**config.mk**
```make
export PLATFORM = sky130hd
export DESIGN_NAME = reaction_seq_ctrl
export DESIGN_NICKNAME = d
export VERILOG_FILES = /design/src/rtl/reaction_seq_ctrl.sv
export SDC_FILE = /design/constraint.sdc
export NUM_CORES = 1
export LEC_CHECK = 0
export ABC_AREA = 1
export CAP_MARGIN = 20
export CORE_MARGIN = 3
export CORE_UTILIZATION = 50
export DETAILED_ROUTE_END_ITERATION = 16
export GPL_TIMING_DRIVEN = 1
export PLACE_DENSITY_LB_ADDON = 0.3
export SLEW_MARGIN = 10
export SYNTH_ARGS = -nofsm -noshare
export SYNTH_HDL_FRONTEND = slang
export SYNTH_SLANG_ARGS = --single-unit
```
**constraint.sdc**
```tcl
create_clock -name clk -period 2.89 [get_ports clk]
set_input_delay 0.7225 -clock clk [delete_from_list [all_inputs] [get_ports clk]]
set_output_delay 0.7225 -clock clk [all_outputs]
set_load 0.02 [all_outputs]
```
**src/rtl/reaction_seq_ctrl.sv**
```systemverilog
// Reaction-timer sequencer: random arm delay, LED stimulus, BCD ms reaction count.
// Latency: outputs registered or decoded from the state register; 1-clk response to inputs.
// No backpressure; optional best-time tracking via `define BEST_TIME_EN.
module reaction_seq_ctrl #(
    parameter int TICK_DIV     = 50000,
    parameter int MIN_DELAY_MS = 2000,
    parameter int RAND_BITS    = 11,
    parameter int TIMEOUT_MS   = 1000
) (
    input  logic       clk,
    input  logic       reset_n,
    input  logic       start,
    input  logic       stop,
    input  logic       clr,
    output logic       led,
    output logic [3:0] bcd3,
    output logic [3:0] bcd2,
    output logic [3:0] bcd1,
    output logic [3:0] bcd0,
    output logic       done_tick,
    output logic       cheat,
    output logic       timeout,
    output logic       busy
`ifdef BEST_TIME_EN
    ,
    output logic [3:0] best3,
    output logic [3:0] best2,
    output logic [3:0] best1,
    output logic [3:0] best0
`endif
);

    localparam int PW = (TICK_DIV > 1) ? $clog2(TICK_DIV) : 1;
    localparam logic [15:0] TIMEOUT_BCD = {4'(TIMEOUT_MS / 1000 % 10), 4'(TIMEOUT_MS / 100 % 10),
                                           4'(TIMEOUT_MS / 10 % 10), 4'(TIMEOUT_MS % 10)};

    typedef enum logic [1:0] {
        S_IDLE,
        S_WAIT,
        S_ARMED,
        S_DONE
    } state_t;

    state_t        state_q, state_d;
    logic [PW-1:0] presc_q, presc_d;
    logic [15:0]   lfsr_q, lfsr_d;
    logic [15:0]   delay_q, delay_d;
    logic [15:0]   bcd_q, bcd_d;
    logic          cheat_q, cheat_d;
    logic          timeout_q, timeout_d;
    logic          done_tick_q, done_tick_d;
    logic          start_q;
    logic          start_rise;
    logic          tick;
    logic [15:0]   bcd_inc;
    logic          carry;

    assign tick       = (presc_q == PW'(TICK_DIV - 1));
    assign start_rise = start & ~start_q;
    assign lfsr_d     = {lfsr_q[14:0], lfsr_q[15] ^ lfsr_q[13] ^ lfsr_q[12] ^ lfsr_q[10]};

    // Decimal ripple increment across the four digits.
    always_comb begin
        bcd_inc = bcd_q;
        carry   = 1'b1;
        for (int i = 0; i < 4; i++) begin
            if (carry) begin
                if (bcd_q[4*i +: 4] == 4'd9) begin
                    bcd_inc[4*i +: 4] = 4'd0;
                end else begin
                    bcd_inc[4*i +: 4] = bcd_q[4*i +: 4] + 4'd1;
                    carry             = 1'b0;
                end
            end
        end
    end

    always_comb begin
        state_d     = state_q;
        delay_d     = delay_q;
        bcd_d       = bcd_q;
        cheat_d     = cheat_q;
        timeout_d   = timeout_q;
        done_tick_d = 1'b0;
        if (clr) begin
            state_d   = S_IDLE;
            bcd_d     = 16'h0000;
            cheat_d   = 1'b0;
            timeout_d = 1'b0;
        end else begin
            case (state_q)
                S_IDLE, S_DONE: begin
                    if (start_rise) begin
                        state_d   = S_WAIT;
                        delay_d   = 16'(MIN_DELAY_MS) + 16'(lfsr_q[RAND_BITS-1:0]);
                        bcd_d     = 16'h0000;
                        cheat_d   = 1'b0;
                        timeout_d = 1'b0;
                    end
                end
                S_WAIT: begin
                    if (stop) begin
                        state_d     = S_DONE;
                        cheat_d     = 1'b1;
                        bcd_d       = 16'h9999;
                        done_tick_d = 1'b1;
                    end else if (tick) begin
                        delay_d = delay_q - 16'd1;
                        if (delay_q == 16'd1) begin
                            state_d = S_ARMED;
                            bcd_d   = 16'h0000;
                        end
                    end
                end
                S_ARMED: begin
                    // A stop wins over a same-cycle tick, so the shown count is never inflated.
                    if (stop) begin
                        state_d     = S_DONE;
                        done_tick_d = 1'b1;
                    end else if (tick) begin
                        bcd_d = bcd_inc;
                        if (bcd_inc == TIMEOUT_BCD) begin
                            state_d     = S_DONE;
                            timeout_d   = 1'b1;
                            done_tick_d = 1'b1;
                        end
                    end
                end
                default: state_d = S_IDLE;
            endcase
        end
    end

    // Every state change restarts the ms grid so the first tick is a full period away.
    always_comb begin
        if (state_d != state_q || tick) begin
            presc_d = '0;
        end else begin
            presc_d = presc_q + PW'(1);
        end
    end

    always_ff @(posedge clk) begin
        if (!reset_n) begin
            state_q     <= S_IDLE;
            presc_q     <= '0;
            lfsr_q      <= 16'hACE1;
            delay_q     <= 16'd0;
            bcd_q       <= 16'h0000;
            cheat_q     <= 1'b0;
            timeout_q   <= 1'b0;
            done_tick_q <= 1'b0;
            start_q     <= 1'b0;
        end else begin
            state_q     <= state_d;
            presc_q     <= presc_d;
            lfsr_q      <= lfsr_d;
            delay_q     <= delay_d;
            bcd_q       <= bcd_d;
            cheat_q     <= cheat_d;
            timeout_q   <= timeout_d;
            done_tick_q <= done_tick_d;
            start_q     <= start;
        end
    end

    assign led                    = (state_q == S_ARMED);
    assign busy                   = (state_q == S_WAIT) || (state_q == S_ARMED);
    assign {bcd3, bcd2, bcd1, bcd0} = bcd_q;
    assign done_tick              = done_tick_q;
    assign cheat                  = cheat_q;
    assign timeout                = timeout_q;

`ifdef BEST_TIME_EN
    logic [15:0] best_q, best_d;

    // BCD digits order like binary, so a plain magnitude compare suffices.
    always_comb begin
        best_d = best_q;
        if (!clr && state_q == S_ARMED && stop && bcd_q < best_q) begin
            best_d = bcd_q;
        end
    end

    always_ff @(posedge clk) begin
        if (!reset_n) begin
            best_q <= 16'h9999;
        end else begin
            best_q <= best_d;
        end
    end

    assign {best3, best2, best1, best0} = best_q;
`endif

endmodule
```
# After elaboration in Yosys (flattened, before gate mapping)
# Index checks and enable logic that the tools add are counted.
# classes
n_eq_ne,20
n_bitwise,7
n_addsub,7
reduce_logical,12
n_mux,44
# ops
op,count
$mux W16,9
$pmux W16 S3,1
$pmux W16 S2,1
$mux W4,7
$add A16 B1 Y16 const B,1
$add A4 B1 Y4 const B,4
$eq A16 B1 Y1 const B,1
$eq A16 B13 Y1 const B,1
$eq A16 B16 Y1 const B,1
$eq A4 B4 Y1 const B,4
$mux W2,8
$sub A16 B1 Y16 const B,1
$reduce_and A5 Y1,3
$mux W1,14
$add A11 B11 Y12 const A,1
$ne A2 B2 Y1 const B,5
$ne A3 B3 Y1 const B,2
$pmux W1 S2,3
$pmux W2 S3,1
$reduce_or A2 Y1,3
$eq A2 B2 Y1 const B,2
$ne A2 B1 Y1 const B,2
$reduce_bool A2 Y1,2
$not A1 Y1,3
7 further kinds,10
# word_totals
regBits,70
word_cells,99
out_inout_bits,21
in_bits,5

# Logic depth before layout (Yosys ltp)
# Gate-level depths: netlist of the first run.
# logic_depth
ltp_word,14
ltp_mapped,20
ltp_nobuf,19

# Least setup slack after synthesis of the first run
# No wires, ideal clock.
# synth_timing
kind,register to register
start,register bcd_q[0]
end,register presc_q[10]
setup_ps,73
path_slack_ps,522
arrival_ps,2295
stages_incl_launch_ff,19
path_buffers,1
period_less_slack_ps,2368
required_ps,2817
cell_sequence,dfxtp_1 ha_1 nand2_1 nor2_4 nand3_4 nand2_1 nand2_1 nor2_1 nand3_1 nor2_2 nand3_2 nand3_1 nand2_1 nand2_2 nand2_2 nand2_2 nand2_2 buf_6 nor3_2
# synth_between
elab_chain_len,14
word_cells_on_any_way,18
classes_between,add/sub: 1; eq/ne: 3; mux: 12; reduce/logical: 2
# synth_lines
item,line,source
start: declaration,48,"logic [15:0] bcd_q, bcd_d;"
start signal: assignment,149,bcd_q <= 16'h0000;
start signal: assignment,159,bcd_q <= bcd_d;
$eq A4 B4 Y1,68,if (bcd_q[4*i +: 4] == 4'd9) begin
$mux W1,68,
$mux W1 (2 in series),67,if (carry) begin
$mux W4,67,
$eq A16 B13 Y1 *,122,if (bcd_inc == TIMEOUT_BCD) begin
$mux W2 *,122,
$mux W2 *,120,end else if (tick) begin
$mux W2 *,117,if (stop) begin
$pmux W2 S3 *,91,case (state_q)
$mux W2 *,85,if (clr) begin
$ne A2 B2 Y1 *,136,if (state_d != state_q || tick) begin
$logic_or A1 B1 Y1 *,136,
$reduce_or A2 Y1 (no source line) *,-,
end signal: assignment,156,presc_q <= presc_d;
end: declaration,45,"logic [PW-1:0] presc_q, presc_d;"
# Mark *: on every way between the ends. The rest lies on a longest branch, timed or not.
# A chain may end at the register's enable or synchronous reset.

# Final worst setup path of the first run
# layout_timing
start,register state_q[0]
end,output port busy
# layout_between
elab_chain_len,2
word_cells_on_any_way,3
classes_between,eq/ne: 2; reduce/logical: 1
# layout_lines
item,line,source
start: declaration,44,"state_t state_q, state_d;"
start signal: assignment,155,state_q <= state_d;
$eq A2 B1 Y1 or $eq A2 B2 Y1 (tied branches),168,assign busy = (state_q == S_WAIT) || (state_q == S_ARMED);
$logic_or A1 B1 Y1 *,168,
end: declaration,23,output logic busy
# Marks and branches as above.

==> results of run 1 <==
==> kinds of logic (layout without fill, tap and decap cells) <==
family	after synthesis	count (layout)
adders and majority gates	8	8
and+or+nand+nor	267	268
DFF	70	70
buffers and inverters	98	137
AOI/OAI and AO/OA	88	88
xor gates and xnor gates	22	22
==> Yosys cell counts, drive strengths merged (7+ instances only) <==
master	n
inv	84
dfxtp	70
nand2	122
o21ai	31
ha	8
nor2	63
nor3	26
a21oi	31
a211oi	12
xor2	16
clkbuf	11
nand3	41
a31oi	7
==> timing repair <==
action,in CTS,in global routing
hold buffers,0,0
buffers inserted,0,2
endpoints found under the setup margin,0,16
resized for setup,0,3
==> path summary, 6_finish.rpt <==
path	from	endpoint	slack [ps]
worst max-delay path	state_q[0]$_SDFF_PN0_	busy	150
worst min-delay path	lfsr_q[14]$_SDFF_PN0_	lfsr_q[15]$_SDFF_PN1_	420
worst max register to register	bcd_q[0]$_SDFFE_PP0P_	presc_q[15]$_SDFF_PP0_	300
worst min register to register	lfsr_q[14]$_SDFF_PN0_	lfsr_q[15]$_SDFF_PN1_	420
==> worst max-delay path, stage by stage (launching register included) <==
cell	delay, ps
sky130_fd_sc_hd__dfxtp_1	390
sky130_fd_sc_hd__inv_1	110
sky130_fd_sc_hd__ha_1	400
sky130_fd_sc_hd__inv_1	160
sky130_fd_sc_hd__clkdlybuf4s50_1	620
==> flip-flops by register name (all words and copies together) (netlist names) <==
name       cells
presc_q       16
state_q        2
done_tick      1
delay_q       16
cheat          1
start_q        1
timeout        1
bcd_q         16
lfsr_q        16
==> metal layers <==
metal	routed length, microns	part of all wire
met1	4230	0.47
met2	4160	0.46
met3	510	0.057
met4	78	0.0087
met5	0	0
==> power breakdown <==
group          internal, mW  leakage (nW)  switching, mW
Sequential             1.01         0.572         0.0331
Combinational         0.107          1.19          0.198
Clock                 0.481         0.113          0.375
==> layout make-up <==
| cell class | count | area, sq um | share of cell area |
|---|---|---|---|
| well taps | 99 | 124 | 0.0278 |
| repair buffers | 36 | 333 | 0.0747 |
| inverters | 85 | 319 | 0.0716 |
| multi-input cells | 386 | 2060 | 0.463 |
| clock buffers | 9 | 124 | 0.0278 |
| flip-flops and latches | 70 | 1400 | 0.315 |
| clock inverters | 7 | 88.8 | 0.0199 |
==> impl_metrics.toml, run 1 <==
[run_status]
status = "finished clean"

[timing]
max_freq_ghz = 0.365
finalSetupViolCount = 0
final-hold-violation-count = 0
timing_max_transition_violations_final = 0
period_needed_ps = 2740
setup_total_negative_slack_ps = 0
relSlewSlack = 0.731
final_min_period_over_clock_period = 0.949
setup_ws_ps = 148
clock_skew_ps = 12.6
grt_setup_unrepaired = "no"
timing.hold.ws_ps = 415
timing_worst_slew_pin_value_ps = 400

[logic_synthesis]
asyncSetResetFlopFracSynth = 0
ranking_of_synthesized_cells_by_area = "sky130_fd_sc_hd__dfxtp_1, sky130_fd_sc_hd__nand2_1, sky130_fd_sc_hd__inv_1"
syn_avg_cell_area_sq_um = 6.91
top_flip_flop_cell_by_instance_count_after_synthesis = "sky130_fd_sc_hd__dfxtp_1"
postSynthRegisterBits = 70
ys_seq_area_frac = 0.366
synth_xor_xnor_area_share = 0.0504
synthCells = 553
synth-adder-area-share = 0.0262
synth_edf_count = 0
syn-cell-area_sq_um = 3820
synth_simple_gate_area_frac = 0.327
combinational_family_with_the_most_area_after_synthesis = "simple AND/OR/NAND/NOR gates"
synthDominantAreaCellType = "sky130_fd_sc_hd__dfxtp_1"
multiplexer_share_of_the_synthesized_area = 0
number_of_library_cell_types_mapped_by_synthesis = 32
synth-warning-count = 0
synth_largest_type_area_fraction = 0.366
synthesized_netlist_net_count = 566
synth-compound-area-share = 0.130

[grt]
grt.total_usage = 0.214
top_usage_layer = "met2"
largest_net_degree_at_the_start_of_global_routing = 23
grt_util_met2 = 0.329
use_met1 = 0.294
first_pass_grt_wire_length_mm = 15.0
grt_pass1_vias = 3290
antenna_found_initial = 0
grt_overflow_total = 0
use_met3 = 0.0644

[worst_setup_path]
timing.critical_path.fanout_max = 7
end_kind = "output port"
worst-endpoint-arrival_ps = 2020
r2r_worst_path_depth = 17
worst_setup_path_start_kind = "register"
worst-setup-path-type = "reg2out"
worst-endpoint-required_ps = 2170

[cells_and_area]
n_antenna_cell = 0
final_core_util = 0.607
finalNetCount = 601
final.fill_count = 650
layout-area-overhead-vs-synth_pct = 16.5
final_cell_mix = "sky130_fd_sc_hd__nand2_1, sky130_fd_sc_hd__inv_1, sky130_fd_sc_hd__dfxtp_1, sky130_fd_sc_hd__nor2_1, sky130_fd_sc_hd__nand3_1"
final_design_area_no_fill_sq_um = 4450
layout-drive-gt1-share = 0.108
stdcell_count = 692
mostFrequentLayoutCell = "sky130_fd_sc_hd__nand2_1"

[floorplanning]
die_outline_width_microns = 93.5
total_i_o_pin_count = 26
core_region_area_sq_um = 7330
floorplan.initialDensity = 0.522
rows = 31
die_h_microns = 93.5
die_area_sq_um = 8730

[power]
ir_worst_vdd_mv = 0.337
leak_pwr_nw = 1.88
power.total_mw = 2.20
p_per_area_nw_per_um2 = 494

[cts]
clkTransAtPathRegs_ps = 70
cts_num_sinks = 70
clock_tree_from_tritoncts = "done"
htreeDepth = 3
cts_inserted_buffers = 9
root_buffer = "sky130_fd_sc_hd__clkbuf_8"
clkLatencyLatePin_ps = 350
clock_path_buffers = 2

[placement]
detailed_place.area_sq_um = 4200
final_weighted_congestion_in_routability_driven_placement = 0.906
dp_cells = 673
dpl.hpwl_mm = 6.39
port_buffers = 25
preCtsSetupSlack_ps = 182

[routing]
route.antenna.remaining_nets = 0
drc = 0
route.vias.total = 3639
wl_per_cell_microns = 13.0
drt_pass1_iterations = 5
post_drt_via_cell_ratio = 5.26
dr.first_iter.drc_count = 258
drt_wl_total_mm = 8.98

[hold_path]
depth_of_the_worst_hold_timing_path = 1
worstHoldPathType = "reg2reg"

[job]
max_cap_violations = 0
No activity file was read; power rests on OpenSTA's default activity.
==> run 2: changes to the inputs <==
--- a/config.mk
+++ b/config.mk
@@ -12,6 +12,7 @@
 export DETAILED_ROUTE_END_ITERATION = 16
 export GPL_TIMING_DRIVEN = 1
 export PLACE_DENSITY_LB_ADDON = 0.3
+export SETUP_SLACK_MARGIN = 0.5
 export SLEW_MARGIN = 10
 export SYNTH_ARGS = -nofsm -noshare
 export SYNTH_HDL_FRONTEND = slang
==> run 2 against run 1 <==
  * Die area did not move
  * Largest power group unchanged
  * Worst hold slack improved by 0.83 ps
  * Power rose by 2.3%
  * Worst setup slack improved by 240 ps
  * Count of clock-buffer cells in the layout did not move
  * Combinational power rose by 15%
==> impl_metrics.toml, run 2 (synthesized netlist as in run 1, its figures left out) <==
[grt]
grt_pass1_vias = 3377
antenna_found_initial = 0
grt.total_usage = 0.222
first_pass_grt_wire_length_mm = 15.6
grt_overflow_total = 0
largest_net_degree_at_the_start_of_global_routing = 23

[cts]
cts-hold-fix-buffers = 0
clock_tree_from_tritoncts = "done"
htreeDepth = 3
clkTransAtPathRegs_ps = 70
clock_path_buffers = 2
root_buffer = "sky130_fd_sc_hd__clkbuf_8"
cts_num_sinks = 70
cts_inserted_buffers = 9
clkLatencyLatePin_ps = 350

[worst_setup_path]
timing.critical_path.fanout_max = 8
cp_slowest_cell = "sky130_fd_sc_hd__dfxtp_2"
end_kind = "register"
worst_path_largest_cell_delay_ps = 330
worst-endpoint-required_ps = 3160
worst_r2r_startpoint = "bcd_q[1]$_SDFFE_PP0P_"
worst-setup-path-type = "reg2reg"
r2r_worst_path_depth = 18
timing.critical_path.cells = "inv_2 > ha_4 > nand3_2 > nor2_1 > nand2_1 > nand2_1 > nor2_1 > nor2_1 > nand2_1 > nor2_2 > nand3_4 > nand3_2 > nand2_1 > nand2_2 > nand2_4 > nand2_8 > nand2_8 > nor3_4"
cpMostUsedCell = "sky130_fd_sc_hd__nand2_1"
endpoint_of_the_worst_slack_reg_to_reg_timing_path = "presc_q[15]$_SDFF_PP0_"
reg2reg_slack_ps = 390
worst_setup_path_start_kind = "register"
worst-endpoint-arrival_ps = 2770

[timing]
finalSetupViolCount = 0
period_needed_ps = 2500
relSlewSlack = 0.744
timing_worst_slew_pin_value_ps = 380
final_min_period_over_clock_period = 0.864
clock_skew_ps = 12.0
timing.hold.ws_ps = 416
timing_max_transition_violations_final = 0
final-hold-violation-count = 0
max_freq_ghz = 0.400
grt_setup_unrepaired = "yes"
setup_total_negative_slack_ps = 0

[routing]
post_drt_via_cell_ratio = 5.36
route.antenna.remaining_nets = 0
dr.first_iter.drc_count = 344
drt_pass1_iterations = 5
drt_wl_total_mm = 10.0
route.vias.total = 3793
drc = 0
wl_per_cell_microns = 14.2

[floorplanning]
total_i_o_pin_count = 26
rows = 31
die_outline_width_microns = 93.5
die_h_microns = 93.5
core_region_area_sq_um = 7330
floorplan.initialDensity = 0.522
die_area_sq_um = 8730

[cells_and_area]
layout-area-overhead-vs-synth_pct = 27.4
n_antenna_cell = 0
mostFrequentLayoutCell = "sky130_fd_sc_hd__nand2_1"
finalNetCount = 616
layout-drive-gt1-share = 0.196
final_cell_mix = "sky130_fd_sc_hd__nand2_1, sky130_fd_sc_hd__inv_1, sky130_fd_sc_hd__dfxtp_1, sky130_fd_sc_hd__nor2_1, sky130_fd_sc_hd__nand3_1"
final_core_util = 0.664
final_design_area_no_fill_sq_um = 4870

[hold_path]
endpoint_with_the_worst_hold_slack = "lfsr_q[15]$_SDFF_PN1_"
depth_of_the_worst_hold_timing_path = 1
hold_path_startpoint = "lfsr_q[14]$_SDFF_PN0_"
worstHoldPathType = "reg2reg"

[power]
ir_worst_vdd_mv = 0.344
leak_pwr_nw = 2.03
p_per_area_nw_per_um2 = 462

[run_status]
status = "finished clean"

[placement]
detailed_place.area_sq_um = 4200
final_weighted_congestion_in_routability_driven_placement = 0.906
dpl.hpwl_mm = 6.39
port_buffers = 25

[job]
max_cap_violations = 0
[run 2: per-layer routing]
metal  vias to the layer above  share of wire  global-route usage
li1                       1886              -                   -
met1                      1755           0.44               0.301
met2                       139           0.48               0.342
met3                        13          0.066              0.0668
met4                         0          0.016              0.0635
met5                         -              0                   0
[run 2: area by class of cell]
class,instances,area (sq um)
clock buffers,9,124
clock inverters,7,88.8
fillers,588,2460
inverters,85,319
multi-input cells,386,2330
flip-flops and latches,70,1410
well taps,99,124
repair buffers,51,474
[run 2: worst max-delay path by stage]
stage	startpoint	endpoint	slack, ps	cells after the start
after global placement	bcd_q[0]$_SDFFE_PP0P_	presc_q[0]$_SDFF_PP0_	260	17
after CTS	state_q[0]$_SDFF_PN0_	busy	410	4
after detailed placement	bcd_q[0]$_SDFFE_PP0P_	presc_q[2]$_SDFF_PP0_	180	17
after global routing	bcd_q[3]$_SDFFE_PP0P_	presc_q[4]$_SDFF_PP0_	240	17
after floorplan	bcd_q[0]$_SDFFE_PP0P_	presc_q[10]$_SDFF_PP0_	520	18
final	bcd_q[1]$_SDFFE_PP0P_	presc_q[15]$_SDFF_PP0_	390	18
[run 2: where the power goes]
group | switching, mW | internal (mW) | total [mW]
clock network | 0.379 | 0.481 | 0.860
registers | 0.0342 | 1.01 | 1.04
logic | 0.217 | 0.133 | 0.350
[run 2: repair_timing]
action                                 CTS  global route
pin swaps                                8            16
setup buffers                            9             8
setup endpoints to repair               29            47
endpoints found under the hold margin    0             0
gates cloned                             1             0
gates resized for setup                 18            58
[run 2: critical path, delay by kind of cell (launching register included)]
kind	cells	cell delay, ps
simple gates	16	1860
fa+ha+maj	1	160
flops	1	330
buf+inv	1	70
[run 2: per-stage QoR]
step                setup WS, ps  std cells  power (mW)
floorplan                    522        553        1.28
global placement             260        673        1.35
detailed placement           182        673        1.36
CTS                          413        699        2.22
global route                 243        707        2.36
finish                       393        707        2.25
